$ cat config.mk
export PLATFORM = sky130hd
export DESIGN_NAME = cam_arbiter
export DESIGN_NICKNAME = d
export VERILOG_FILES = /design/src/rtl/cam_arbiter.sv
export SDC_FILE = /design/constraint.sdc
export NUM_CORES = 1
export LEC_CHECK = 0
export ABC_AREA = 1
export BUFFER_PORTS_ARGS = -buffer_cell sky130_fd_sc_hd__buf_2
export CORE_ASPECT_RATIO = 1.4
export CORE_MARGIN = 2
export CORE_UTILIZATION = 35
export CTS_CLUSTER_SIZE = 8
export DETAILED_ROUTE_END_ITERATION = 10
export PLACE_DENSITY = 0.72
export SYNTH_ARGS = -nofsm -noshare
export SYNTH_HDL_FRONTEND = slang
export SYNTH_SLANG_ARGS = --single-unit
$ cat constraint.sdc
create_clock -name clk_i -period 3.2 [get_ports clk_i]
set_input_delay 0.8 -clock clk_i [delete_from_list [all_inputs] [get_ports clk_i]]
set_output_delay 0.8 -clock clk_i [all_outputs]
set_load 0.02 [all_outputs]
$ cat src/rtl/cam_arbiter.sv
// Two-requester front end for a CAM: round-robin grant, one operation in flight,
// fixed accept/strobe/capture/respond pipeline and a free-entry allocator.
module cam_arbiter #(
  parameter  int ENTRIES = 32,
  parameter  int DATA_W  = 32,
  localparam int IDX_W   = $clog2(ENTRIES)
) (
  input  logic                   clk_i,
  input  logic                   rst_i,
  input  logic [1:0]             req_valid_i,
  output logic [1:0]             req_ready_o,
  input  logic [1:0][1:0]        req_op_i,
  input  logic [1:0][IDX_W-1:0]  req_index_i,
  input  logic [1:0][DATA_W-1:0] req_data_i,
  output logic [1:0]             rsp_valid_o,
  input  logic [1:0]             rsp_ready_i,
  output logic [DATA_W-1:0]      rsp_data_o,
  output logic [IDX_W-1:0]       rsp_index_o,
  output logic                   rsp_hit_o,
  output logic                   rsp_err_o,
  output logic                   cam_write_enable_o,
  output logic [IDX_W-1:0]       cam_write_index_o,
  output logic [DATA_W-1:0]      cam_write_data_o,
  output logic [IDX_W-1:0]       cam_read_index_o,
  output logic                   cam_search_enable_o,
  output logic [DATA_W-1:0]      cam_search_data_o,
  input  logic [DATA_W-1:0]      cam_read_value_i,
  input  logic                   cam_read_valid_i,
  input  logic [IDX_W-1:0]       cam_search_index_i,
  input  logic                   cam_search_valid_i
);

  typedef enum logic [1:0] {IDLE, ISSUE, CAPTURE, RESP} state_t;
  typedef enum logic [1:0] {OP_READ, OP_WRITE, OP_SEARCH, OP_ALLOC} op_t;

  state_t              state_q, state_d;
  op_t                 op_q;
  logic                grant_q, grant_d;
  logic                rr_q;
  logic [IDX_W-1:0]    index_q;
  logic [DATA_W-1:0]   data_q;
  logic [ENTRIES-1:0]  occ_q;
  logic [IDX_W-1:0]    alloc_idx_q;
  logic                alloc_fail_q;
  logic [IDX_W-1:0]    free_idx;
  logic                free_found;
  logic [DATA_W-1:0]   rsp_data_q;
  logic [IDX_W-1:0]    rsp_index_q;
  logic                rsp_hit_q;
  logic                rsp_err_q;

  // rr_q names the requester that wins a tie
  always_comb begin
    grant_d = (req_valid_i == 2'b11) ? rr_q : req_valid_i[1];
  end

  // Downward scan so the last assignment is the lowest free entry
  always_comb begin
    free_idx   = '0;
    free_found = 1'b0;
    for (int unsigned i = int'(ENTRIES); i > 0; i--) begin
      if (!occ_q[i-1]) begin
        free_idx   = IDX_W'(i - 1);
        free_found = 1'b1;
      end
    end
  end

  always_ff @(posedge clk_i or negedge rst_i) begin
    if (!rst_i) state_q <= IDLE;
    else        state_q <= state_d;
  end

  always_comb begin
    state_d             = state_q;
    req_ready_o         = '0;
    rsp_valid_o         = '0;
    cam_write_enable_o  = 1'b0;
    cam_write_index_o   = '0;
    cam_write_data_o    = '0;
    cam_read_index_o    = '0;
    cam_search_enable_o = 1'b0;
    cam_search_data_o   = '0;
    case (state_q)
      IDLE: begin
        if (|req_valid_i) begin
          req_ready_o[grant_d] = rst_i;
          state_d              = ISSUE;
        end
      end
      ISSUE: begin
        cam_read_index_o = index_q;
        case (op_q)
          OP_WRITE: begin
            cam_write_enable_o = 1'b1;
            cam_write_index_o  = index_q;
            cam_write_data_o   = data_q;
          end
          OP_SEARCH: begin
            cam_search_enable_o = 1'b1;
            cam_search_data_o   = data_q;
          end
          OP_ALLOC: begin
            if (free_found) begin
              cam_write_enable_o = 1'b1;
              cam_write_index_o  = free_idx;
              cam_write_data_o   = data_q;
            end
          end
          default: ;
        endcase
        state_d = CAPTURE;
      end
      CAPTURE: begin
        cam_read_index_o = index_q;
        state_d          = RESP;
      end
      RESP: begin
        rsp_valid_o[grant_q] = 1'b1;
        if (rsp_ready_i[grant_q]) state_d = IDLE;
      end
      default: state_d = IDLE;
    endcase
  end

  always_ff @(posedge clk_i or negedge rst_i) begin
    if (!rst_i) begin
      grant_q      <= 1'b0;
      rr_q         <= 1'b0;
      op_q         <= OP_READ;
      index_q      <= '0;
      data_q       <= '0;
      occ_q        <= '0;
      alloc_idx_q  <= '0;
      alloc_fail_q <= 1'b0;
      rsp_data_q   <= '0;
      rsp_index_q  <= '0;
      rsp_hit_q    <= 1'b0;
      rsp_err_q    <= 1'b0;
    end else begin
      if (state_q == IDLE && |req_valid_i) begin
        grant_q <= grant_d;
        rr_q    <= ~grant_d;
        op_q    <= op_t'(req_op_i[grant_d]);
        index_q <= req_index_i[grant_d];
        data_q  <= req_data_i[grant_d];
      end
      if (cam_write_enable_o) occ_q[cam_write_index_o] <= 1'b1;
      if (state_q == ISSUE) begin
        alloc_idx_q  <= free_idx;
        alloc_fail_q <= ~free_found;
      end
      if (state_q == CAPTURE) begin
        rsp_data_q  <= '0;
        rsp_index_q <= '0;
        rsp_hit_q   <= 1'b0;
        rsp_err_q   <= 1'b0;
        case (op_q)
          OP_READ: begin
            rsp_data_q <= cam_read_value_i;
            rsp_hit_q  <= cam_read_valid_i;
          end
          OP_SEARCH: begin
            rsp_index_q <= cam_search_index_i;
            rsp_hit_q   <= cam_search_valid_i;
          end
          OP_ALLOC: begin
            rsp_index_q <= alloc_fail_q ? '0 : alloc_idx_q;
            rsp_err_q   <= alloc_fail_q;
          end
          default: ;
        endcase
      end
    end
  end

  assign rsp_data_o  = rsp_data_q;
  assign rsp_index_o = rsp_index_q;
  assign rsp_hit_o   = rsp_hit_q;
  assign rsp_err_o   = rsp_err_q;

endmodule

# After elaboration in Yosys (flattened, before gate mapping)
# Cells that the tools add are included.
dict set report word_totals {
  reg_bits 120
  input_bits 123
  out_inout_bits 119
  wordCells 145
}
dict set report classes {
  order_cmp 6
  eq_ne 9
  muxes 104
  n_bitwise 4
  n_reduce_logical 9
}
# op n
set op_table {}
lappend op_table {{2-to-1 mux 32 bit} 7}
lappend op_table {{2-to-1 mux 5 bit} 38}
lappend op_table {{one-hot mux 32 bit (2 select lines)} 1}
lappend op_table {{2-to-1 mux 1 bit} 43}
lappend op_table {{bitwise OR 32 bit} 1}
lappend op_table {{one-hot mux 5 bit (2 select lines)} 2}
lappend op_table {{2-to-1 mux 2 bit} 7}
lappend op_table {{equality test 2 bit, second input constant} 5}
lappend op_table {{one-hot mux 2 bit (4 select lines)} 1}
lappend op_table {{less-than comparator 5 x 6 -> 1 bit, second input constant} 1}
lappend op_table {{demux 1 bit (select 5 bit)} 1}
lappend op_table {{>= comparator 5 x 1 -> 1 bit, second input constant} 1}
lappend op_table {{equality test 2 x 1 -> 1 bit, second input constant} 2}
lappend op_table {{logical AND 1 bit} 4}
lappend op_table {{zero test 2 bit} 2}
lappend op_table {{less-than comparator 1 x 2 -> 1 bit, second input constant} 2}
lappend op_table {{!= test 2 bit, second input constant} 2}
lappend op_table {{one-hot mux 1 bit (2 select lines)} 2}
lappend op_table {{OR reduction 2 bit} 2}
lappend op_table {{bitwise AND 2 bit} 1}
lappend op_table {{demux 1 bit (select 1 bit)} 2}
lappend op_table {{>= comparator 1 bit, second input constant} 2}
lappend op_table {{NOT 1 bit} 2}
lappend op_table {{AND reduction 2 bit} 1}

# Longest topological paths before layout
# Gate-level depths: netlist (run 1).
dict set report logic_depth {
  ltp_word 40
  ltp_mapped 37
  ltp_nobuf 36
}

# Least setup slack after synthesis (run 1)
# Ideal clock, no wire load.
dict set report synth_timing {
  kind {reg-to-output}
  start {register occ_q[31]}
  end {output cam_write_index_o[0]}
  arrival_ps 2254
  required_ps 2400
  path_slack_ps 146
  path_stages_with_launch 37
  n_path_buf 1
  path_cell_list {dfrtp_1 -> inv_2 -> nand2_1 -> nand2_1 -> nand2_1 -> nand2_1 -> nand2_1 -> nand2_1 -> nand2_1 -> nand2_1 -> nand2_1 -> nand2_1 -> nand2_1 -> nand2_1 -> nand2_1 -> nand2_1 -> nand2_1 -> nand2_1 -> nand2_1 -> nand2_1 -> nand2_1 -> nand2_1 -> nand2_1 -> nand2_1 -> nand2_1 -> nand2_1 -> nand2_1 -> nand2_1 -> nand2_1 -> nand2_1 -> nand2_1 -> nand2_2 -> nand3_2 -> nand2_4 -> nand2_4 -> buf_8 -> inv_1}
}
dict set report synth_via {
  elab_chain_len 35
  word_cells_on_any_way 67
  cone_classes {mux: 67}
}
# item line
set synth_rtl {}
lappend synth_rtl {{start: declaration} 42} ;# logic [ENTRIES-1:0] occ_q;
lappend synth_rtl {{start signal: assignment} 133} ;# occ_q <= '0;
lappend synth_rtl {{start signal: indexed assignment} 148} ;# if (cam_write_enable_o) occ_q[cam_write_index_o] <= 1'b1;
lappend synth_rtl {{2-to-1 mux 5 bit / 2-to-1 mux 1 bit (equally long branches) (32 in series)} 62} ;# if (!occ_q[i-1]) begin
lappend synth_rtl {{2-to-1 mux 5 bit *} 104} ;# if (free_found) begin
lappend synth_rtl {{one-hot mux 5 bit (2 select lines) *} 93} ;# case (op_q)
lappend synth_rtl {{2-to-1 mux 5 bit *} 84} ;# case (state_q)
lappend synth_rtl {{end: declaration} 22} ;# output logic [IDX_W-1:0] cam_write_index_o,
# Mark *: on every way between the ends. The rest lies on a longest branch, timed or not.

# Worst setup path in the final report (run 1)
# Same ends and word-level chain as after synthesis.

==> results of run 1 <==
[layer usage]
metal / wire (um) / up-vias
li1: - / 2978
met1: 7390 / 2884
met2: 10200 / 224
met3: 1140 / 29
met4: 377 / 0
met5: 0 / -
[metrics by stage]
stage	setup WS, ns	setup TNS [ns]	cells	cell area [um^2]
4_1_cts	-0.340	-0.543	1227	8120
3_5_place_dp	0.0746	0	1192	7420
5_1_grt	-0.703	-2.40	1238	8340
2_1_floorplan	0.146	0	771	5970
3_3_place_gp	0.0935	0	1192	7420
6_report	-0.298	-0.448	1238	8340
[cells in the mapped netlist, types with 2 or more instances]
cell type | count | share of area [%]
buf_1 | 4 | 0.25
clkbuf_1 | 32 | 2.0
a31oi_1 | 4 | 0.42
a21oi_1 | 3 | 0.25
clkinv_1 | 2 | 0.13
nand2_4 | 2 | 0.38
nor2_1 | 93 | 5.9
o21ai_0 | 17 | 1.4
buf_2 | 2 | 0.17
nor3_1 | 4 | 0.34
nand4_1 | 18 | 1.9
nand3_2 | 2 | 0.34
o22ai_1 | 2 | 0.21
inv_2 | 2 | 0.13
ha_1 | 4 | 0.84
inv_1 | 129 | 8.1
nand2_1 | 183 | 12
nor4_1 | 2 | 0.21
dfrtp_1 | 120 | 50
o221ai_1 | 38 | 5.6
nand3_1 | 96 | 8.1
a22oi_1 | 5 | 0.63
[layout by cell type, fill, tap and decap left out, types with 4 or more instances in the layout]
| cell | synthesis | layout |
|---|---|---|
| o21ai_0 | 17 | 15 |
| buf_2 | 2 | 236 |
| o221ai_1 | 38 | 38 |
| nand4_1 | 18 | 18 |
| a31oi_1 | 4 | 4 |
| inv_6 | 0 | 6 |
| clkinvlp_4 | 0 | 4 |
| nor2_1 | 93 | 90 |
| dfrtp_1 | 120 | 120 |
| buf_12 | 0 | 4 |
| buf_4 | 1 | 26 |
| inv_2 | 2 | 6 |
| bufinv_16 | 0 | 4 |
| inv_1 | 129 | 124 |
| nand2_1 | 183 | 183 |
| ha_1 | 4 | 4 |
| clkbuf_16 | 0 | 20 |
| a22oi_1 | 5 | 5 |
| nand3_1 | 96 | 95 |
[layout make-up]
cell class | count | area share, %
multi-input combinational | 478 | 28.5
clock inverter | 15 | 2.55
clock buffer | 17 | 5.10
inverter | 133 | 6.05
timing repair buffer | 271 | 18.7
sequential | 120 | 36.0
timing repair inverter | 1 | 0.0900
tap | 203 | 3.05
[where the power goes]
| group | switching (uW) | internal, uW |
|---|---|---|
| Combinational | 2240 | 1100 |
| Clock | 750 | 1320 |
| Sequential | 253 | 2050 |
[how the worst max path moves through the flow]
stage | cells after the start | end
2_1_floorplan | 36 | cam_write_index_o[0]
3_3_place_gp | 36 | cam_write_index_o[0]
3_5_place_dp | 36 | cam_write_index_o[0]
4_1_cts | 36 | cam_write_index_o[0]
5_1_grt | 36 | cam_write_index_o[0]
6_report | 36 | cam_write_index_o[0]
[kinds of logic (layout without fill, tap and decap cells)]
kind of cell             Yosys count  after routing  share of synthesized area [%]
AND/OR/NAND/NOR                  402            402                           28.8
buffers and inverters            173            437                           11.2
flip-flops                       120            120                           50.3
AO/OA/AOI/OAI                     72             72                           8.87
adder cells (fa/ha/maj)            4              4                          0.839
[critical path, delay by kind of cell, from the launching register on]
kind / cells / cell delay [ns]
AND/OR/NAND/NOR: 33 / 1.69
buffers and inverters: 3 / 0.22
flip-flops: 1 / 0.39
[registers in the layout (all words and copies together), names as in the netlist]
| register | flops |
|---|---|
| data_q | 32 |
| occ_q | 32 |
| rsp_data_o | 32 |
| alloc_idx_q | 5 |
| index_q | 5 |
| rsp_index_o | 5 |
| op_q | 2 |
| state_q | 2 |
| alloc_fail_q | 1 |
| grant_q | 1 |
| rr_q | 1 |
| rsp_err_o | 1 |
| rsp_hit_o | 1 |
[timing repair]
action / CTS / global route
endpoints found under the setup margin: 4 / 69
pin swaps: 5 / 7
resized for setup: 9 / 18
setup buffers: 3 / 6
gates cloned: 0 / 5
==> results_tabular.tex, run 1 <==
\begin{tabular}{lr}
\hline
Metric & Value \\
\hline
\multicolumn{2}{l}{\textbf{Synthesis}} \\
Mapped cell area & 0.00597 mm\^{}2 \\
Fraction of the yosys area taken by sequential cells & 50.3\% \\
Post-synth EDFFs & 0 \\
Yosys synthesis warning count & 0 \\
Async set-or-reset flop fraction in the synthesized netlist & 100\% \\
Primary FF master, synth & dfrtp\_1 \\
Syn Inst Count & 771 \\
Number of library cell types mapped by synthesis & 29 \\
Number of synthesized register bits & 120 \\
Synthesized Nets & 898 \\
Syn Area/Cell & 7.74 um\^{}2 \\
\multicolumn{2}{l}{\textbf{Critical path}} \\
Setup slack of the most critical reg-to-reg path & 0.56 ns \\
Launch point of the critical path & occ\_q[31] \\
Startpoint of the lowest-slack register-to-register path & occ\_q[31] \\
Largest stage delay on the critical path & 0.39 ns \\
Critical Path Slowest Stage Cell & dfrtp\_1 \\
Data required time of the worst path & 2.40 ns \\
Startpoint class of the critical path & flip-flop \\
Top fanout value on the critical path & 2 \\
WS Path Type & flip-flop to output pin \\
Arrival time worst endpoint & 2.70 ns \\
Worst r2r dst & occ\_q[21] \\
Crit end category & output pin \\
Most Frequent Cell on Critical Path & nand2\_1 \\
Depth of the worst register-to-register path & 37 \\
\multicolumn{2}{l}{\textbf{Power and ir drop}} \\
Total Power & 7700 uW \\
Static leakage power & 0.00473 uW \\
Maximum ir drop on the vdd rail & 0.000470 V \\
Power density relative to cell area & 924 mW/mm\^{}2 \\
\multicolumn{2}{l}{\textbf{STA}} \\
Post-route clock period utilization & 109\% \\
FMAX & 286 MHz \\
Setup-violating endpoint count in the final report & 2 \\
Fin Hold WS & 0.473 ns \\
Final worst setup slack & -0.298 ns \\
Setup repair after global routing missed its margin & yes \\
Clock skew & 0.00952 ns \\
Slew at the pin with the worst max-slew slack & 0.730 ns \\
Fin. Hold Viols & 0 \\
Number of max-slew violations in the final report & 0 \\
Clock period minus final worst setup slack & 3.50 ns \\
Max transition margin & 51.3\% \\
\multicolumn{2}{l}{\textbf{CTS}} \\
Maximum buffer depth of the clock tree & 2 \\
Clock tree from TritonCTS & done \\
Sink Count & 120 \\
Clock root cell & clkbuf\_16 \\
Clock-pin slew of the registers on the worst-case setup and hold paths & 0.06 ns \\
Hold buffers post-CTS & 0 \\
Clock insertion delay at the later pin of the skew report & 0.41 ns \\
Number of buffers created by CTS & 17 \\
Number of levels in the clock H-tree & 4 \\
\multicolumn{2}{l}{\textbf{Detailed routing}} \\
WL/cell & 15.5 um \\
Vias per Instance & 4.94 \\
Count of antenna-violating nets left after detailed routing & 0 \\
Count of TritonRoute iterations in the first routing pass & 5 \\
Total vias in the final route & 6115 \\
Initial DRC count & 259 \\
Total detailed-routing wirelength & 19100 um \\
Remaining design rule violation count & 0 \\
\multicolumn{2}{l}{\textbf{Placement}} \\
Port Buf Inserts & 241 \\
Post-detailed-placement half-perimeter wirelength & 12800 um \\
Global placer's final weighted congestion & 0.892 \\
\multicolumn{2}{l}{\textbf{Cells and area}} \\
Diodes inserted & 0 \\
Multi-input combinational cell area & 0.00238 mm\^{}2 \\
Layout net count & 1149 \\
Synthesis-to-layout area growth & 39.8\% \\
Share of cells above drive strength 1 & 31.9\% \\
Filler instances & 1628 \\
Post-Route Utilization & 49.8\% \\
Register area & 0.00300 mm\^{}2 \\
\multicolumn{2}{l}{\textbf{Hold path}} \\
Hold depth & 2 \\
Hold\_sp & rsp\_data\_o[26] \\
Hold worst-path end & rsp\_data\_o[26] \\
Class of the worst hold path & flip-flop to flip-flop \\
\multicolumn{2}{l}{\textbf{Global routing}} \\
Number of antenna violations at the first check in global routing & 0 \\
Met3 demand-to-capacity share in global routing & 4.04\% \\
GR Layer Usage met1 & 22.5\% \\
Largest net degree at the start of global routing & 121 \\
All-Layer GR Usage & 19.3\% \\
Vias in the first global route & 5666 \\
Global-route wire length before repair & 27600 um \\
Final global-route overflow total & 0 \\
Busiest grt layer & met2 \\
GRT met2 Usage & 34.7\% \\
\multicolumn{2}{l}{\textbf{Floorplan}} \\
Vertical extent of the die & 158 um \\
Die Wd & 114 um \\
Full die area & 0.0181 mm\^{}2 \\
I/O pin count & 242 \\
Row count & 56 \\
Placeable core region & 0.0167 mm\^{}2 \\
Initial core utilization & 35.6\% \\
\multicolumn{2}{l}{\textbf{Flow run}} \\
Max\_cap viols & 0 \\
\multicolumn{2}{l}{\textbf{Status}} \\
Failing checks & negative setup slack \\
Status & finished, violations left \\
\hline
\end{tabular}
Power figures use the tool's default switching activity.
==> run 2: changes to the inputs <==
Settings changed: ABC_AREA 1 to unset, CORE_MARGIN 2 to unset, SLEW_MARGIN set to 20.
==> run 2 against run 1 <==
  * The flow now finishes without violations
  * Final area down 2.6%
  * Setup slack better by 0.33 ns
  * First-iteration DRC count up 66%
  * Count of clock-buffer cells in the layout up 6
  * Hold slack worse by 0.18 ns
  * Core utilization down 1.5 points
  * Critical path type unchanged
  * Critical endpoint is now cam_write_data_o[8]
  * Highest routed layer is now met5
==> results_tabular.tex, run 2 <==
\begin{tabular}{lr}
\hline
Metric & Value \\
\hline
\multicolumn{2}{l}{\textbf{Synthesis}} \\
Fraction of the yosys area taken by sequential cells & 49.9\% (was 50.3\%) \\
Most area-consuming cells after synthesis & dfrtp\_1 50\%, inv\_1 7.0\%, a222oi\_1 6.5\% (was dfrtp\_1 50\%, nand2\_1 12\%, inv\_1 8.1\%) \\
Number of library cell types mapped by synthesis & 54 (was 29) \\
Syn Inst Count & 632 (was 771) \\
Post-synth top area cell & dfrtp\_1 (unchanged) \\
Portion of synthesized cell area occupied by the leading cell type & 49.9\% (was 50.3\%) \\
Primary FF master, synth & dfrtp\_1 (unchanged) \\
Syn Area/Cell & 9.52 um\^{}2 (was 7.74 um\^{}2) \\
Mapped cell area & 0.00602 mm\^{}2 (was 0.00597 mm\^{}2) \\
Synthesized Nets & 759 (was 898) \\
Top post-synthesis cells by count & 120 x dfrtp\_1, 113 x inv\_1, 49 x nand2\_1 (was 183 x nand2\_1, 129 x inv\_1, 120 x dfrtp\_1) \\
Yosys synthesis warning count & 0 (unchanged) \\
Post-synth EDFFs & 0 (unchanged) \\
Count leader, synth & dfrtp\_1 (was nand2\_1) \\
Async set-or-reset flop fraction in the synthesized netlist & 100\% (unchanged) \\
Number of synthesized register bits & 120 (unchanged) \\
\multicolumn{2}{l}{\textbf{Floorplan}} \\
Full die area & 0.0177 mm\^{}2 (was 0.0181 mm\^{}2) \\
Placeable core region & 0.0168 mm\^{}2 (was 0.0167 mm\^{}2) \\
I/O pin count & 242 (unchanged) \\
Row count & 56 (unchanged) \\
Initial core utilization & 35.8\% (was 35.6\%) \\
Die Wd & 113 um (was 114 um) \\
Vertical extent of the die & 157 um (was 158 um) \\
\multicolumn{2}{l}{\textbf{Global routing}} \\
Number of antenna violations at the first check in global routing & 1 (was 0) \\
Global-route wire length before repair & 28700 um (was 27600 um) \\
All-Layer GR Usage & 21.3\% (was 19.3\%) \\
Largest net degree at the start of global routing & 55 (was 121) \\
Final global-route overflow total & 0 (unchanged) \\
Vias in the first global route & 5415 (was 5666) \\
\multicolumn{2}{l}{\textbf{Status}} \\
Status & completed (was finished, violations left) \\
\multicolumn{2}{l}{\textbf{Critical path}} \\
Top fanout value on the critical path & 17 (was 2) \\
Data required time of the worst path & 2.40 ns (about the same) \\
Arrival time worst endpoint & 2.37 ns (was 2.70 ns) \\
WS Path Type & flip-flop to output pin (unchanged) \\
Crit end category & output pin (unchanged) \\
Startpoint class of the critical path & flip-flop (unchanged) \\
\multicolumn{2}{l}{\textbf{Cells and area}} \\
Commonest non-fill, non-tap cells in the layout & 238 x buf\_2, 120 x dfrtp\_1, 113 x inv\_1 (was 236 x buf\_2, 183 x nand2\_1, 124 x inv\_1) \\
Share of cells above drive strength 1 & 36.5\% (was 31.9\%) \\
Filler instances & 1625 (was 1628) \\
Diodes inserted & 0 (unchanged) \\
Layout net count & 1002 (was 1149) \\
Most frequent standard cell in the layout excluding fill and tap cells & buf\_2 (unchanged) \\
Synthesis-to-layout area growth & 35.0\% (was 39.8\%) \\
\multicolumn{2}{l}{\textbf{CTS}} \\
Clock insertion delay at the later pin of the skew report & 0.41 ns (about the same) \\
Clock-pin slew of the registers on the worst-case setup and hold paths & 0.05 ns (was 0.06 ns) \\
Sink Count & 120 (unchanged) \\
Clock tree from TritonCTS & done (unchanged) \\
Hold buffers post-CTS & 0 (unchanged) \\
Clock root cell & clkbuf\_16 (unchanged) \\
Maximum buffer depth of the clock tree & 2 (unchanged) \\
Number of buffers created by CTS & 17 (unchanged) \\
Number of levels in the clock H-tree & 4 (unchanged) \\
\multicolumn{2}{l}{\textbf{STA}} \\
FMAX & 315 MHz (was 286 MHz) \\
Setup repair after global routing missed its margin & yes (unchanged) \\
Clock period minus final worst setup slack & 3.17 ns (was 3.50 ns) \\
Max transition margin & 55.4\% (was 51.3\%) \\
Setup-violating endpoint count in the final report & 0 (was 2) \\
Number of max-slew violations in the final report & 0 (unchanged) \\
Fin Hold WS & 0.295 ns (was 0.473 ns) \\
Slew at the pin with the worst max-slew slack & 0.668 ns (was 0.730 ns) \\
Fin. Hold Viols & 0 (unchanged) \\
Post-route clock period utilization & 99.1\% (was 109\%) \\
Clock skew & 0.00649 ns (was 0.00952 ns) \\
\multicolumn{2}{l}{\textbf{Hold path}} \\
Class of the worst hold path & input port to asynchronous set/reset pin (was flip-flop to flip-flop) \\
\multicolumn{2}{l}{\textbf{Detailed routing}} \\
Count of TritonRoute iterations in the first routing pass & 6 (was 5) \\
Initial DRC count & 429 (was 259) \\
Total detailed-routing wirelength & 19200 um (was 19100 um) \\
Total vias in the final route & 5752 (was 6115) \\
Remaining design rule violation count & 0 (unchanged) \\
WL/cell & 17.7 um (was 15.5 um) \\
Vias per Instance & 5.28 (was 4.94) \\
Count of antenna-violating nets left after detailed routing & 0 (unchanged) \\
\multicolumn{2}{l}{\textbf{Power and ir drop}} \\
Total Power & 7560 uW (was 7700 uW) \\
Maximum ir drop on the vdd rail & 0.000435 V (was 0.000470 V) \\
Static leakage power & 0.00436 uW (was 0.00473 uW) \\
Power density relative to cell area & 931 mW/mm\^{}2 (was 924 mW/mm\^{}2) \\
\multicolumn{2}{l}{\textbf{Flow run}} \\
Max\_cap viols & 0 (unchanged) \\
\multicolumn{2}{l}{\textbf{Placement}} \\
Global placer's final weighted congestion & 0.961 (was 0.892) \\
Port Buf Inserts & 241 (unchanged) \\
Post-detailed-placement half-perimeter wirelength & 13900 um (was 12800 um) \\
\hline
\end{tabular}
-- run 2: cell types whose count changed in the layout (fill, tap and decap cells not counted), sizes merged, moves of 7 or more --
cell	before	now
nand3	98	6
a21oi	3	15
buf	268	261
nand2	186	49
and2	0	41
a222oi	0	39
and3	0	34
nor2	93	24
inv	137	113
o31ai	1	33
o21ai	18	45
o221ai	38	0
nand4	18	7
-- run 2: worst paths after layout --
path | start | cells past startpoint | end | slack, ns
setup / recovery | occ_q[7] | 6 | cam_write_data_o[8] | 0.03
setup reg to reg | state_q[1] | 7 | occ_q[29] | 0.87
hold / removal | rst_i | 1 | data_q[30] | 0.29
max in group asynchronous | rst_i | 2 | rsp_data_o[12] | 1.91
hold reg to reg | occ_q[12] | 2 | occ_q[12] | 0.50
min in group clk_i | occ_q[12] | 2 | occ_q[12] | 0.50
-- run 2: cells by family after synthesis --
logic type	share of synthesized area, %
DFF	49.9
adders and majority gates	0.831
and+or+nand+nor	17.2
AOI/OAI and AO/OA	21.1
buffers and inverters	9.67
muxes	1.31
-- run 2: power by group --
part           leakage [uW]  internal [uW]  switching, uW
sequential          0.00156           2100            438
combinational       0.00252           1080           2080
clock              0.000285           1220            661
total               0.00436           4390           3170
-- run 2: layout make-up --
cell class	count	area [um^2]	share of cell area, %
Clock inverter	8	95.1	1.17
Timing Repair Buffer	261	1360	16.8
Clock buffer	23	488	6.01
Tap cell	203	254	3.13
Sequential cell	120	3000	37.0
Multi-Input combinational cell	362	2500	30.7
Inverter	113	424	5.22
-- run 2: repair_timing --
action | CTS | global route
cloned | 1 | 0
setup buffers | 2 | 1
setup endpoints to repair | 33 | 32
gates resized for setup | 2 | 2
pin swaps | 3 | 16
-- run 2: worst max-delay path, cell delays in order, from the launching register on --
cell	delay [ns]
dfrtp_1	0.40
nand4_1	0.21
or4_4	0.58
nor2_4	0.20
a21oi_4	0.19
and2_1	0.22
buf_2	0.15
-- run 2: through the flow --
step / TNS, ns / util [%] / instance area, um^2 / instances / setup WS (ns)
final: 0 / 48.3 / 8130 / 1090 / 0.0291
after global routing: -0.679 / 48.3 / 8130 / 1090 / -0.0514
after CTS: 0 / 48.2 / 8110 / 1089 / 0.0256
after detailed placement: 0 / 44.5 / 7490 / 1055 / 0.211
after global placement: 0 / 44.5 / 7490 / 1055 / 0.311
after floorplan: 0 / - / 6020 / 632 / 0.613
-- run 2: metal layers --
metal | up-vias | global-route usage, % | share of wire, %
met2 | 258 | 37.0 | 52
li1 | 2693 | - | -
met1 | 2758 | 24.3 | 39
met4 | 2 | 11.0 | 3.1
met5 | - | 0 | 0.068
met3 | 41 | 4.89 | 6.1
